[src/rtl/rst_seq_pkg.sv]
// Shared types and helpers for the ordered reset-release sequencer.
// Optional acknowledge timeout is enabled with RSTSEQ_TIMEOUT_EN.
package rst_seq_pkg;

  typedef enum logic [2:0] {
    ASSERT,
    RELEASE,
    WAIT_DONE,
    READY,
    FAULT
  } state_t;

  localparam int HOLD_DEF    = 16;
  localparam int GAP_DEF     = 4;
  localparam int TIMEOUT_DEF = 1024;

  function automatic int stage_w(input int n);
    return (n > 1) ? $clog2(n) : 1;
  endfunction

  // Sized so the largest terminal count fits without wrapping.
  function automatic int cnt_w(input int h, input int g, input int t);
    int m;
    m = (h > g) ? h : g;
    m = (m > t) ? m : t;
    return $clog2(m + 1);
  endfunction

endpackage

[src/rtl/rst_seq_timer.sv]
// Clearable up-counter with terminal-count compare, shared by all
// sequencer states.
module rst_seq_timer #(
  parameter int W = 4
) (
  input  logic         clk,
  input  logic         reset,
  input  logic         clear,
  input  logic         en,
  input  logic [W-1:0] term,
  output logic [W-1:0] count,
  output logic         tc
);

  always_ff @(posedge clk) begin
    if (reset || clear) begin
      count <= '0;
    end else if (en) begin
      count <= count + 1'b1;
    end
  end

  assign tc = (count == term);

endmodule

[src/rtl/reset_sequencer.sv]
// Ordered reset release: hold, then free each stage after a gap and ack.
// Define RSTSEQ_TIMEOUT_EN to add the acknowledge timeout and FAULT state.
module reset_sequencer
  import rst_seq_pkg::*;
#(
  parameter int NUM_STAGES     = 3,
  parameter int HOLD_CYCLES    = HOLD_DEF,
  parameter int GAP_CYCLES     = GAP_DEF,
  parameter int TIMEOUT_CYCLES = TIMEOUT_DEF,
  parameter int STAGE_W        = stage_w(NUM_STAGES)
) (
  input  logic                  clk,
  input  logic                  reset,
  input  logic                  rst_req_n,
  input  logic [NUM_STAGES-1:0] init_done,
  output logic [NUM_STAGES-1:0] sub_reset,
  output logic                  sys_ready,
  output logic [STAGE_W-1:0]    cur_stage,
  output logic                  fault
);

  localparam int CNT_W =
    cnt_w(HOLD_CYCLES, GAP_CYCLES, TIMEOUT_CYCLES);

`ifdef RSTSEQ_TIMEOUT_EN
  localparam bit TO_EN = 1'b1;
`else
  localparam bit TO_EN = 1'b0;
`endif

  state_t             state;
  logic [CNT_W-1:0]   count;
  logic [CNT_W-1:0]   term;
  logic               tc;
  logic               clr;
  logic               en;
  logic               ack;
  logic               last;
  logic [STAGE_W-1:0] nxt;

  assign ack  = init_done[cur_stage];
  assign last = (cur_stage == STAGE_W'(NUM_STAGES - 1));
  assign nxt  = cur_stage + 1'b1;

  // Timer is cleared on every state change so it never wraps.
  always_comb begin
    term = '0;
    en   = 1'b0;
    clr  = 1'b0;
    case (state)
      ASSERT: begin
        term = CNT_W'(HOLD_CYCLES - 1);
        en   = 1'b1;
        clr  = tc;
      end
      RELEASE: begin
        term = CNT_W'(GAP_CYCLES - 1);
        en   = 1'b1;
        clr  = tc;
      end
      WAIT_DONE: begin
        term = CNT_W'(TIMEOUT_CYCLES - 1);
        en   = TO_EN;
        clr  = ack | tc;
      end
      default: ;
    endcase
    if (!rst_req_n) clr = 1'b1;
  end

  rst_seq_timer #(
    .W(CNT_W)
  ) u_timer (
    .clk  (clk),
    .reset(reset),
    .clear(clr),
    .en   (en),
    .term (term),
    .count(count),
    .tc   (tc)
  );

  always_ff @(posedge clk) begin
    if (reset || !rst_req_n) begin
      state     <= ASSERT;
      sub_reset <= '1;
      sys_ready <= 1'b0;
      cur_stage <= '0;
    end else begin
      case (state)
        ASSERT: begin
          if (tc) begin
            state        <= RELEASE;
            sub_reset[0] <= 1'b0;
          end
        end
        RELEASE: begin
          if (tc) state <= WAIT_DONE;
        end
        WAIT_DONE: begin
          if (ack) begin
            if (last) begin
              state     <= READY;
              sys_ready <= 1'b1;
            end else begin
              state          <= RELEASE;
              cur_stage      <= nxt;
              sub_reset[nxt] <= 1'b0;
            end
          end
`ifdef RSTSEQ_TIMEOUT_EN
          else if (tc) begin
            state     <= FAULT;
            sub_reset <= '1;
            sys_ready <= 1'b0;
          end
`endif
        end
        READY: ;
`ifdef RSTSEQ_TIMEOUT_EN
        FAULT: ;
`endif
        default: state <= ASSERT;
      endcase
    end
  end

`ifdef RSTSEQ_TIMEOUT_EN
  always_ff @(posedge clk) begin
    if (reset || !rst_req_n) begin
      fault <= 1'b0;
    end else if (state == WAIT_DONE && !ack && tc) begin
      fault <= 1'b1;
    end
  end
`else
  assign fault = 1'b0;
`endif

endmodule

[config.mk]
export PLATFORM = sky130hd
export DESIGN_NAME = reset_sequencer
export DESIGN_NICKNAME = d
export VERILOG_FILES = /design/src/rtl/rst_seq_pkg.sv /design/src/rtl/rst_seq_timer.sv /design/src/rtl/reset_sequencer.sv
export SDC_FILE = /design/constraint.sdc
export NUM_CORES = 1
export LEC_CHECK = 0
export ABC_CLOCK_PERIOD_IN_PS = 7120
export BUFFER_PORTS_ARGS = -buffer_cell sky130_fd_sc_hd__buf_2
export CAP_MARGIN = 20
export CORE_MARGIN = 1
export CORE_UTILIZATION = 25
export CTS_CLUSTER_DIAMETER = 40
export DETAILED_ROUTE_END_ITERATION = 10
export GPL_TIMING_DRIVEN = 0
export HOLD_SLACK_MARGIN = 0.08
export PLACE_DENSITY_LB_ADDON = 0.15
export SYNTH_ARGS = -nofsm -noshare
export SYNTH_HDL_FRONTEND = slang
export SYNTH_HIERARCHICAL = 1
export SYNTH_SLANG_ARGS = --single-unit
[constraint.sdc]
create_clock -name clk -period 7.12 [get_ports clk]
set_input_delay 0.356 -clock clk [delete_from_list [all_inputs] [get_ports clk]]
set_output_delay 0.356 -clock clk [all_outputs]
set_load 0.02 [all_outputs]
==> impl_table.tex, run 1 <==
\begin{tabular}{lr}
\hline
Metric & Value \\
\hline
\multicolumn{2}{l}{\textbf{Die}} \\
\quad I/O pins & 13 \\
\quad Die width & around 69 µm \\
\quad Die area & roughly 4800 µm² \\
\quad Core region area & between 4000 and 5000 µm² \\
\quad Starting Density & 0.260 \\
\quad Row count & 24 \\
\quad Chip height & between 60 and 70 µm \\
\multicolumn{2}{l}{\textbf{STA}} \\
\quad Max-slew violation total from the final report & 0 \\
\quad Part of the cycle the worst path needs & 0.434 \\
\quad Worst slew margin & 0.514 \\
\quad Time the final worst path needs with I/O delays and setup & slightly above 3 ns \\
\quad Final Hold Viols & 0 \\
\quad Upper clock frequency limit & around 320 MHz \\
\quad Final setup violation count & 0 \\
\quad Hold\_ws & 0.423 ns \\
\quad Tightest Pin Transition & roughly 0.73 ns \\
\quad Unrepaired setup endpoints after global routing & no \\
\quad Post-Route Skew & between 0.001 and 0.0015 ns \\
\quad Setup TNS & 0 ns \\
\multicolumn{2}{l}{\textbf{Worst setup path}} \\
\quad CP Class & reg -> reg \\
\quad Crit-path slowest cell & sky130\_fd\_sc\_hd\_\_nor2\_1 \\
\quad Buffer and inverter count on the worst path & 3 \\
\quad CP cell instances & inv\_1 -> nor2\_1 -> xnor2\_1 -> nand4\_1 -> nor3\_1 -> inv\_1 -> o211ai\_1 -> a31o\_2 -> or2\_2 -> clkbuf\_1 -> nor2\_1 \\
\quad CP Max Fanout & 9 \\
\quad Arrival time reported for the critical path endpoint & 3.23 ns \\
\quad Crit-path leading delay family & simple AND/OR/NAND/NOR gates \\
\quad Endpoint type of the worst setup path & register \\
\quad Launching element type of the critical path & register \\
\quad Required time of the critical path & around 7.3 ns \\
\quad Largest stage delay, worst path & between 0.6 and 0.7 ns \\
\multicolumn{2}{l}{\textbf{Finish}} \\
\quad Area growth syn-to-layout & 15.0\% \\
\quad Final Non-Filler Cells & about 190 \\
\quad NumNets Final & $\sim$150 \\
\quad Proportion of layout cells with a drive suffix above 1 & 0.176 \\
\quad Antenna Diode Count & 0 \\
\quad Final core area utilization & 0.299 \\
\multicolumn{2}{l}{\textbf{Global routing}} \\
\quad Antenna violations before repair & 0 \\
\quad Global-route congestion overflow total & 0 \\
\quad Via count of the first global-routing pass & 894 \\
\quad Global routing usage summed across all routing layers & 0.105 \\
\quad First-pass GRT wire length & 4130 µm \\
\quad Largest net degree at the start of global routing & 11 \\
\multicolumn{2}{l}{\textbf{Synthesis}} \\
\quad Cells taking the most area after synthesis & sky130\_fd\_sc\_hd\_\_dfxtp\_1 34\%, sky130\_fd\_sc\_hd\_\_xnor2\_1 12\%, sky130\_fd\_sc\_hd\_\_ha\_1 5.6\% \\
\quad Synth async-reset ratio & 0 \\
\quad Fraction of synthesized cell area taken by the top area cell type & 0.339 \\
\quad Leading area contributor after synthesis & sky130\_fd\_sc\_hd\_\_dfxtp\_1 \\
\quad Number of warnings reported in the yosys synthesis log & 6 \\
\quad Most used standard cell by instance count after synthesis & sky130\_fd\_sc\_hd\_\_dfxtp\_1 \\
\quad Post-synth EDFFs & 0 \\
\quad Sequential fraction of the synthesis area & 0.339 \\
\quad Number of instances in the synthesized netlist & approximately 130 \\
\quad Post-Syn Area & between 1000 and 1500 µm² \\
\quad Count of state elements after synthesis & 19 \\
\quad Most instantiated cells after synthesis & 19 x sky130\_fd\_sc\_hd\_\_dfxtp\_1, 15 x sky130\_fd\_sc\_hd\_\_xnor2\_1, 10 x sky130\_fd\_sc\_hd\_\_nand2\_1, 10 x sky130\_fd\_sc\_hd\_\_nor2\_1, 9 x sky130\_fd\_sc\_hd\_\_inv\_1 \\
\quad Netlist cell types & 41 \\
\quad Average footprint of a synthesized cell & 8.92 µm² \\
\quad Dominant synthesized flop cell & sky130\_fd\_sc\_hd\_\_dfxtp\_1 \\
\multicolumn{2}{l}{\textbf{Clocking}} \\
\quad Post-CTS resize count & 0 \\
\quad H-Tree Level Count & 1 \\
\quad Num Clock Sinks & 19 \\
\quad CTS tree & built \\
\quad Clock Pin Slew Worst Setup and Hold Paths & 0.07 ns \\
\quad Worst-Skew Late Latency & 0.25 ns \\
\quad Buffer type at the clock tree root & sky130\_fd\_sc\_hd\_\_clkbuf\_8 \\
\quad Post-CTS repair timing setup buffer count & 0 \\
\quad Hold-fix buffers at CTS & 0 \\
\quad Number of buffers inserted during clock tree synthesis & 3 \\
\quad Deepest clock path buffer count & 2 \\
\multicolumn{2}{l}{\textbf{Run}} \\
\quad Number of maximum-capacitance constraint violations & 0 \\
\multicolumn{2}{l}{\textbf{Run status}} \\
\quad Outcome & completed \\
\multicolumn{2}{l}{\textbf{Drt}} \\
\quad Vias post-DR & $\sim$880 \\
\quad Antenna-violating nets left & 0 \\
\quad Via density & 4.52 \\
\quad Residual DRC & 0 \\
\quad Initial DRT Pass Iterations & 4 \\
\quad Routed length per instance & about 11 µm \\
\quad Wire length after detailed routing & between 2000 and 2500 µm \\
\quad Initial DRC count & 8 \\
\multicolumn{2}{l}{\textbf{Pwr}} \\
\quad Leak & about 0.44 nW \\
\quad Total Power & 0.194 mW \\
\quad Peak supply drop & approximately 0.000080 V \\
\quad Total power density per cell area & 150 nW/µm² \\
\multicolumn{2}{l}{\textbf{Placed design}} \\
\quad Placed cell count & 190 \\
\quad Final HPWL from detailed placement & 1700 µm \\
\quad Port Buffer Count & 11 \\
\quad RD Place Congestion & between 0.7 and 0.8 \\
\multicolumn{2}{l}{\textbf{Hold path}} \\
\quad Hold crit path type & in -> reg \\
\hline
\end{tabular}
==> power by group <==
part	switching, mW	leakage, nW	internal [mW]
combinational	0.00577	0.265	0.00456
clock	0.0358	0.0228	0.0398
sequential	0.00100	0.153	0.107
==> tightest hold or removal path, cell delays in order <==
cell and delay, ns:
sky130_fd_sc_hd__buf_2 0.12, sky130_fd_sc_hd__or3_1 0.10, sky130_fd_sc_hd__o41ai_1 0.05
==> registers in the layout, summed over array words and instances, names as in the netlist <==
register       flops
sub_reset          3
cur_stage          2
sys_ready          1
u_timer/count     11
state              2
==> cell usage in the layout, fill, tap and decap left out, drive strengths merged, types with 2 or more instances in the layout <==
| cell type | synthesis | routed |
|---|---|---|
| or3 | 4 | 4 |
| nand4 | 5 | 5 |
| nand2 | 10 | 10 |
| mux2i | 5 | 5 |
| nor2 | 10 | 10 |
| buf | 2 | 13 |
| o31ai | 2 | 2 |
| conb | 1 | 2 |
| clkbuf | 2 | 6 |
| dfxtp | 19 | 19 |
| and2 | 2 | 2 |
| xnor2 | 15 | 15 |
| inv | 9 | 9 |
| nand3 | 2 | 2 |
| or4 | 2 | 2 |
| o21ai | 4 | 4 |
| or3b | 2 | 2 |
| a21oi | 6 | 6 |
| a31oi | 3 | 3 |
| ha | 5 | 5 |
==> worst paths after layout <==
check | from | to | slack [ns] | cells after the start
worst min register to register | sub_reset[1] | sub_reset[1] | 0.49 | 2
worst max-delay path | state[1] | u_timer/count[2] | 4.03 | 11
worst max register to register | state[1] | u_timer/count[2] | 4.03 | 11
worst min-delay path | reset | u_timer/count[10] | 0.42 | 3
==> layer usage <==
metal	global-route usage	routed length (µm)	vias to the layer above
li1	-	-	473
met1	0.132	1090	391
met5	0	0	-
met3	0.0351	73	2
met4	0.0204	11	0
met2	0.176	1030	11
==> area by class of cell <==
cell class	count	area, µm²
timing repair buffer	11	55.1
tap	52	65.1
sequential	19	380
inverter	9	33.8
multi-input combinational	95	687
clock buffer	4	45.0
fill	485	3030
buffer	4	26.3
==> metrics by stage <==
step | worst slack, ns | instance area, µm²
after global placement | 4.01 | 1250
after CTS | 3.95 | 1290
after floorplan | 4.66 | 1130
after global routing | 3.59 | 1290
final | 4.03 | 1290
after detailed placement | 3.98 | 1250
==> kinds of logic after synthesis <==
| family | Yosys count | share of synthesized area |
|---|---|---|
| DFF | 19 | 0.339 |
| xor gates and xnor gates | 16 | 0.125 |
| and+or+nand+nor | 44 | 0.231 |
| buffers and inverters | 13 | 0.0535 |
| other | 1 | 0.00334 |
| muxes | 5 | 0.0479 |
| AOI/OAI and AO/OA | 23 | 0.146 |
| adders and majority gates | 5 | 0.0557 |
Note: power is estimated with default switching activity, not from simulation.
==> run 2, diff against run 1 <==
--- a/config.mk
+++ b/config.mk
@@ -5,7 +5,7 @@
 export SDC_FILE = /design/constraint.sdc
 export NUM_CORES = 1
 export LEC_CHECK = 0
-export ABC_CLOCK_PERIOD_IN_PS = 7120
+export ABC_CLOCK_PERIOD_IN_PS = 2650
 export BUFFER_PORTS_ARGS = -buffer_cell sky130_fd_sc_hd__buf_2
 export CAP_MARGIN = 20
 export CORE_MARGIN = 1
==> constraint.sdc (replaced) <==
create_clock -name clk -period 2.65 [get_ports clk]
set_input_delay 0.1325 -clock clk [delete_from_list [all_inputs] [get_ports clk]]
set_output_delay 0.1325 -clock clk [all_outputs]
set_load 0.02 [all_outputs]
==> impl_table.tex, run 2 (synthesis results as in run 1) <==
\begin{tabular}{lr}
\hline
Metric & Value \\
\hline
\multicolumn{2}{l}{\textbf{Global routing}} \\
\quad Antenna violations before repair & 0 (unchanged) \\
\quad Global-route congestion overflow total & 0 (unchanged) \\
\quad Global routing usage summed across all routing layers & 0.105 (about the same) \\
\quad First-pass GRT wire length & 4110 µm (was 4130 µm) \\
\quad Largest net degree at the start of global routing & 11 (unchanged) \\
\quad Via count of the first global-routing pass & 889 (was 894) \\
\multicolumn{2}{l}{\textbf{Finish}} \\
\quad Most common cell after layout, fill and taps aside & sky130\_fd\_sc\_hd\_\_dfxtp\_1 (unchanged) \\
\quad Final Non-Filler Cells & 196 (was 194) \\
\quad NumNets Final & 156 (was 154) \\
\quad Largest register by flop count & u\_timer/count (unchanged) \\
\quad Flip-flop count of the largest register after layout & 11 (unchanged) \\
\quad Registers with the highest flip-flop counts & u\_timer/count (11), sub\_reset (3) (unchanged) \\
\quad Leading cell types in the layout, fill and taps excluded & 19 x sky130\_fd\_sc\_hd\_\_dfxtp\_1, 15 x sky130\_fd\_sc\_hd\_\_xnor2\_1, 11 x sky130\_fd\_sc\_hd\_\_buf\_2 (unchanged) \\
\quad Area growth syn-to-layout & 18.2\% (was 15.0\%) \\
\quad Proportion of layout cells with a drive suffix above 1 & 0.215 (was 0.176) \\
\quad Antenna Diode Count & 0 (unchanged) \\
\multicolumn{2}{l}{\textbf{Worst setup path}} \\
\quad Arrival time reported for the critical path endpoint & 2.51 ns (was 3.23 ns) \\
\quad CP Class & reg -> reg (unchanged) \\
\quad Launch point of the worst reg-to-reg path & state[1] (unchanged) \\
\quad Launching element type of the critical path & register (unchanged) \\
\quad Required time of the critical path & 2.78 ns (was 7.26 ns) \\
\quad Beginning of the critical path & state[1] (unchanged) \\
\quad Endpoint type of the worst setup path & register (unchanged) \\
\quad CP Max Fanout & 7 (was 9) \\
\multicolumn{2}{l}{\textbf{Drt}} \\
\quad Routed length per instance & 11.4 µm (about the same) \\
\quad Wire length after detailed routing & 2240 µm (was 2210 µm) \\
\quad Antenna-violating nets left & 0 (unchanged) \\
\quad Via density & 4.53 (was 4.52) \\
\quad Residual DRC & 0 (unchanged) \\
\quad Initial DRC count & 17 (was 8) \\
\quad Initial DRT Pass Iterations & 4 (unchanged) \\
\quad Vias post-DR & 887 (was 877) \\
\multicolumn{2}{l}{\textbf{Clocking}} \\
\quad Worst-Skew Late Latency & 0.25 ns (about the same) \\
\quad Num Clock Sinks & 19 (unchanged) \\
\quad Buffer type at the clock tree root & sky130\_fd\_sc\_hd\_\_clkbuf\_8 (unchanged) \\
\quad Number of buffers inserted during clock tree synthesis & 3 (unchanged) \\
\quad CTS tree & built (unchanged) \\
\quad Deepest clock path buffer count & 2 (unchanged) \\
\quad Clock Pin Slew Worst Setup and Hold Paths & 0.07 ns (about the same) \\
\quad H-Tree Level Count & 1 (unchanged) \\
\quad Hold-fix buffers at CTS & 0 (unchanged) \\
\multicolumn{2}{l}{\textbf{Placed design}} \\
\quad Port Buffer Count & 11 (unchanged) \\
\quad Final HPWL from detailed placement & 1700 µm (unchanged) \\
\quad RD Place Congestion & 0.762 (unchanged) \\
\quad Placed cell count & 190 (unchanged) \\
\multicolumn{2}{l}{\textbf{STA}} \\
\quad Post-Route Skew & 0.00139 ns (was 0.00130 ns) \\
\quad Final Hold Viols & 0 (unchanged) \\
\quad Part of the cycle the worst path needs & 0.896 (was 0.434) \\
\quad Final setup violation count & 0 (unchanged) \\
\quad Max-slew violation total from the final report & 0 (unchanged) \\
\quad Hold\_ws & 0.199 ns (was 0.423 ns) \\
\quad Time the final worst path needs with I/O delays and setup & 2.38 ns (was 3.09 ns) \\
\quad Upper clock frequency limit & 421 MHz (was 323 MHz) \\
\multicolumn{2}{l}{\textbf{Die}} \\
\quad I/O pins & 13 (unchanged) \\
\quad Core region area & 4320 µm² (unchanged) \\
\quad Chip height & 69.0 µm (unchanged) \\
\quad Die width & 69.0 µm (unchanged) \\
\quad Die area & 4770 µm² (unchanged) \\
\quad Row count & 24 (unchanged) \\
\quad Starting Density & 0.260 (unchanged) \\
\multicolumn{2}{l}{\textbf{Pwr}} \\
\quad Leak & 0.454 nW (was 0.441 nW) \\
\quad Total power density per cell area & 391 nW/µm² (was 150 nW/µm²) \\
\quad Peak supply drop & 0.000216 V (was 0.0000805 V) \\
\multicolumn{2}{l}{\textbf{Hold path}} \\
\quad Beginning of the worst hold path & reset (unchanged) \\
\quad Hold crit path type & in -> reg (unchanged) \\
\multicolumn{2}{l}{\textbf{Run status}} \\
\quad Outcome & completed (unchanged) \\
\multicolumn{2}{l}{\textbf{Run}} \\
\quad Number of maximum-capacitance constraint violations & 0 (unchanged) \\
\hline
\end{tabular}
==> run 2: cell types whose count changed in the layout (fill, tap and decap cells not counted), sizes merged <==
cell and delta:
buf +3, clkbuf -1, clkinvlp +1, inv -1
==> run 2: cell type report <==
cell class / instances / area (µm²)
Clock buffer: 4 / 45.0
Timing Repair Buffer: 14 / 77.6
Inverter: 9 / 37.5
Multi-Input combinational cell: 95 / 699
Fill cell: 485 / 3000
Buffer: 3 / 22.5
Sequential cell: 19 / 380
Tap cell: 52 / 65.1
==> run 2: worst paths after layout <==
path	end	slack, ns	depth (start not counted)
worst max-delay path	u_timer/count[10]	0.27	11
worst min-delay path	u_timer/count[10]	0.20	3
worst min register to register	sub_reset[1]	0.49	2
worst max register to register	u_timer/count[10]	0.27	11
==> run 2: worst max-delay path: stages (launching register included) <==
cell and delay [ns]:
sky130_fd_sc_hd__dfxtp_1 0.47, sky130_fd_sc_hd__clkinvlp_4 0.23, sky130_fd_sc_hd__nor2_4 0.25, sky130_fd_sc_hd__xnor2_1 0.16, sky130_fd_sc_hd__nand4_1 0.12, sky130_fd_sc_hd__nor3_2 0.32, sky130_fd_sc_hd__inv_1 0.10, sky130_fd_sc_hd__o211ai_1 0.10
sky130_fd_sc_hd__a31o_2 0.22, sky130_fd_sc_hd__nor2_1 0.07, sky130_fd_sc_hd__o311ai_1 0.09, sky130_fd_sc_hd__o41ai_1 0.12
==> run 2: per-layer routing <==
metal / share of wire / wire, µm / up-vias / global-route usage
met4: 0.0049 / 11 / 0 / 0.0204
met1: 0.50 / 1120 / 397 / 0.132
met3: 0.031 / 70 / 2 / 0.0351
met2: 0.46 / 1040 / 10 / 0.174
met5: 0 / 0 / - / 0
li1: - / - / 478 / -
==> run 2: power by group <==
part | switching, mW | total [mW] | internal, mW
registers | 0.00269 | 0.289 | 0.287
logic | 0.0154 | 0.0274 | 0.0120
clock network | 0.0959 | 0.203 | 0.107
total | 0.114 | 0.520 | 0.406
==> run 2: repair_timing <==
item / in CTS / in global routing
pin swaps: 0 / 1
setup buffers: 0 / 3
resized for setup: 3 / 1
setup endpoints to repair: 12 / 9
endpoints found under the hold margin: 0 / 0
==> run 2: through the flow <==
stage                util  cell area (µm²)  power [mW]  setup TNS (ns)  setup slack, ns
finish              0.307             1330       0.520               0            0.275
global route        0.307             1330       0.549        -0.00609         -0.00540
CTS                 0.301             1300       0.533               0            0.229
detailed placement  0.288             1250       0.325           -4.46           -0.489
global placement    0.288             1250       0.324           -4.20           -0.465
floorplan               -             1130       0.315               0            0.190
==> run 3, diff against run 2 <==
--- a/config.mk
+++ b/config.mk
@@ -15,6 +15,8 @@
 export GPL_TIMING_DRIVEN = 0
 export HOLD_SLACK_MARGIN = 0.08
 export PLACE_DENSITY_LB_ADDON = 0.15
+export RECOVER_POWER = 25
+export SLEW_MARGIN = 20
 export SYNTH_ARGS = -nofsm -noshare
 export SYNTH_HDL_FRONTEND = slang
 export SYNTH_HIERARCHICAL = 1
==> impl_table.tex, run 3 (synthesis results as in run 1) <==
\begin{tabular}{lr}
\hline
Metric & Value \\
\hline
\multicolumn{2}{l}{\textbf{Run status}} \\
\quad Outcome & completed (unchanged) \\
\multicolumn{2}{l}{\textbf{Clocking}} \\
\quad H-Tree Level Count & 1 (unchanged) \\
\quad Number of buffers inserted during clock tree synthesis & 3 (unchanged) \\
\quad Num Clock Sinks & 19 (unchanged) \\
\quad Hold-fix buffers at CTS & 0 (unchanged) \\
\quad CTS tree & built (unchanged) \\
\quad Buffer type at the clock tree root & sky130\_fd\_sc\_hd\_\_clkbuf\_8 (unchanged) \\
\quad Deepest clock path buffer count & 2 (unchanged) \\
\quad Clock Pin Slew Worst Setup and Hold Paths & 0.07 ns (about the same) \\
\quad Worst-Skew Late Latency & 0.25 ns (about the same) \\
\multicolumn{2}{l}{\textbf{Finish}} \\
\quad Proportion of layout cells with a drive suffix above 1 & 0.174 (was 0.215) \\
\quad Antenna Diode Count & 0 (unchanged) \\
\quad Largest register by flop count & u\_timer/count (unchanged) \\
\quad Area growth syn-to-layout & 17.5\% (was 18.2\%) \\
\quad Leading cell types in the layout, fill and taps excluded & 19 x sky130\_fd\_sc\_hd\_\_dfxtp\_1, 15 x sky130\_fd\_sc\_hd\_\_xnor2\_1, 10 x sky130\_fd\_sc\_hd\_\_nand2\_1 (was 19 x sky130\_fd\_sc\_hd\_\_dfxtp\_1, 15 x sky130\_fd\_sc\_hd\_\_xnor2\_1, 11 x sky130\_fd\_sc\_hd\_\_buf\_2) \\
\quad Registers with the highest flip-flop counts & u\_timer/count (11), sub\_reset (3) (unchanged) \\
\quad Most common cell after layout, fill and taps aside & sky130\_fd\_sc\_hd\_\_dfxtp\_1 (unchanged) \\
\quad Flip-flop count of the largest register after layout & 11 (unchanged) \\
\quad NumNets Final & 156 (unchanged) \\
\multicolumn{2}{l}{\textbf{Drt}} \\
\quad Vias post-DR & 886 (was 887) \\
\quad Antenna-violating nets left & 0 (unchanged) \\
\quad Initial DRT Pass Iterations & 4 (unchanged) \\
\quad Residual DRC & 0 (unchanged) \\
\quad Initial DRC count & 17 (unchanged) \\
\quad Via density & 4.52 (was 4.53) \\
\quad Routed length per instance & 11.4 µm (about the same) \\
\quad Wire length after detailed routing & 2240 µm (about the same) \\
\multicolumn{2}{l}{\textbf{Worst setup path}} \\
\quad Required time of the critical path & 2.78 ns (about the same) \\
\quad Arrival time reported for the critical path endpoint & 2.52 ns (was 2.51 ns) \\
\quad CP cell instances & clkinvlp\_4 -> nor2\_4 -> xnor2\_1 -> nand4\_1 -> nor3\_2 -> inv\_1 -> o211ai\_1 -> a31o\_2 -> nor2\_1 -> o311ai\_1 -> o41ai\_1 (unchanged) \\
\quad CP Class & reg -> reg (unchanged) \\
\quad Buffer and inverter count on the worst path & 2 (unchanged) \\
\quad Crit-path leading delay family & simple AND/OR/NAND/NOR gates (unchanged) \\
\quad Endpoint type of the worst setup path & register (unchanged) \\
\quad Launching element type of the critical path & register (unchanged) \\
\quad CP Max Fanout & 7 (unchanged) \\
\quad Crit-path slowest cell & sky130\_fd\_sc\_hd\_\_dfxtp\_1 (unchanged) \\
\quad Largest stage delay, worst path & 0.48 ns (was 0.47 ns) \\
\multicolumn{2}{l}{\textbf{Die}} \\
\quad Die width & 69.0 µm (unchanged) \\
\quad I/O pins & 13 (unchanged) \\
\quad Core region area & 4320 µm² (unchanged) \\
\quad Chip height & 69.0 µm (unchanged) \\
\quad Row count & 24 (unchanged) \\
\quad Die area & 4770 µm² (unchanged) \\
\quad Starting Density & 0.260 (unchanged) \\
\multicolumn{2}{l}{\textbf{Global routing}} \\
\quad Largest net degree at the start of global routing & 11 (unchanged) \\
\quad Via count of the first global-routing pass & 889 (unchanged) \\
\quad Global-route congestion overflow total & 0 (unchanged) \\
\quad Antenna violations before repair & 0 (unchanged) \\
\quad First-pass GRT wire length & 4110 µm (unchanged) \\
\quad Global routing usage summed across all routing layers & 0.105 (unchanged) \\
\multicolumn{2}{l}{\textbf{Pwr}} \\
\quad Total power density per cell area & 394 nW/µm² (was 391 nW/µm²) \\
\quad Peak supply drop & 0.000216 V (about the same) \\
\quad Total Power & 0.520 mW (about the same) \\
\quad Leak & 0.438 nW (was 0.454 nW) \\
\multicolumn{2}{l}{\textbf{STA}} \\
\quad Post-Route Skew & 0.00139 ns (about the same) \\
\quad Max-slew violation total from the final report & 0 (unchanged) \\
\quad Final setup violation count & 0 (unchanged) \\
\quad Part of the cycle the worst path needs & 0.899 (was 0.896) \\
\quad Hold\_ws & 0.199 ns (about the same) \\
\quad Final Hold Viols & 0 (unchanged) \\
\quad Upper clock frequency limit & 420 MHz (was 421 MHz) \\
\quad Time the final worst path needs with I/O delays and setup & 2.38 ns (about the same) \\
\multicolumn{2}{l}{\textbf{Run}} \\
\quad Number of maximum-capacitance constraint violations & 0 (unchanged) \\
\multicolumn{2}{l}{\textbf{Placed design}} \\
\quad Final HPWL from detailed placement & 1700 µm (unchanged) \\
\quad RD Place Congestion & 0.762 (unchanged) \\
\quad Port Buffer Count & 11 (unchanged) \\
\multicolumn{2}{l}{\textbf{Hold path}} \\
\quad Hold crit path type & in -> reg (unchanged) \\
\hline
\end{tabular}
run 3: cell count changes in the layout (fill, tap and decap cells not counted), sizes merged:
cell / change
buf: -6
clkbuf: +6
run 3: final cells by class:
cell class                 count  area [µm²]
buffer                         3        22.5
clock buffer                   4        45.0
fill                         488        3000
inverter                       9        37.5
multi-input combinational     95         699
sequential                    19         380
tap                           52        65.1
timing repair buffer          14        70.1
run 3: power breakdown:
group	total, mW	switching [mW]	leakage [nW]	internal (mW)
Combinational	0.0274	0.0154	0.262	0.0120
Clock	0.203	0.0959	0.0228	0.107
Sequential	0.289	0.00269	0.153	0.287
run 3: stage by stage:
| step | setup slack [ns] | area (µm²) | instances | util | TNS, ns |
|---|---|---|---|---|---|
| floorplan | 0.190 | 1130 | 127 | - | 0 |
| global placement | -0.465 | 1250 | 190 | 0.288 | -4.20 |
| detailed placement | -0.489 | 1250 | 190 | 0.288 | -4.46 |
| CTS | 0.229 | 1300 | 193 | 0.301 | 0 |
| global route | -0.00540 | 1320 | 196 | 0.305 | -0.00610 |
| finish | 0.267 | 1320 | 196 | 0.305 | 0 |
run 3: path summary, 6_finish.rpt:
kind,from,end,slack (ns),cells after the start
setup / recovery,state[1],u_timer/count[10],0.27,11
setup reg to reg,state[1],u_timer/count[10],0.27,11
hold / removal,reset,u_timer/count[10],0.20,3
hold reg to reg,sub_reset[1],sub_reset[1],0.49,2
run 3: what timing repair did:
action	in CTS	in global routing
setup endpoints to repair	12	9
endpoints found under the hold margin	0	0
gates resized for setup	3	1
pin swaps	0	1
buffers inserted	0	3
run 3: worst register-to-register path: cells and delay by family (launching register included):
kind	cells	cell delay, ns
xor+xnor	1	0.16
buf+inv	2	0.33
simple gates	4	0.77
flops	1	0.48
compound gates	4	0.53
run 3: routing by layer:
layer  wire length, µm  track usage  vias to the layer above
li1                  -            -                      477
met1              1120        0.132                      397
met2              1040        0.174                       10
met3                67       0.0351                        2
met4                11       0.0204                        0
met5                 0            0                        -
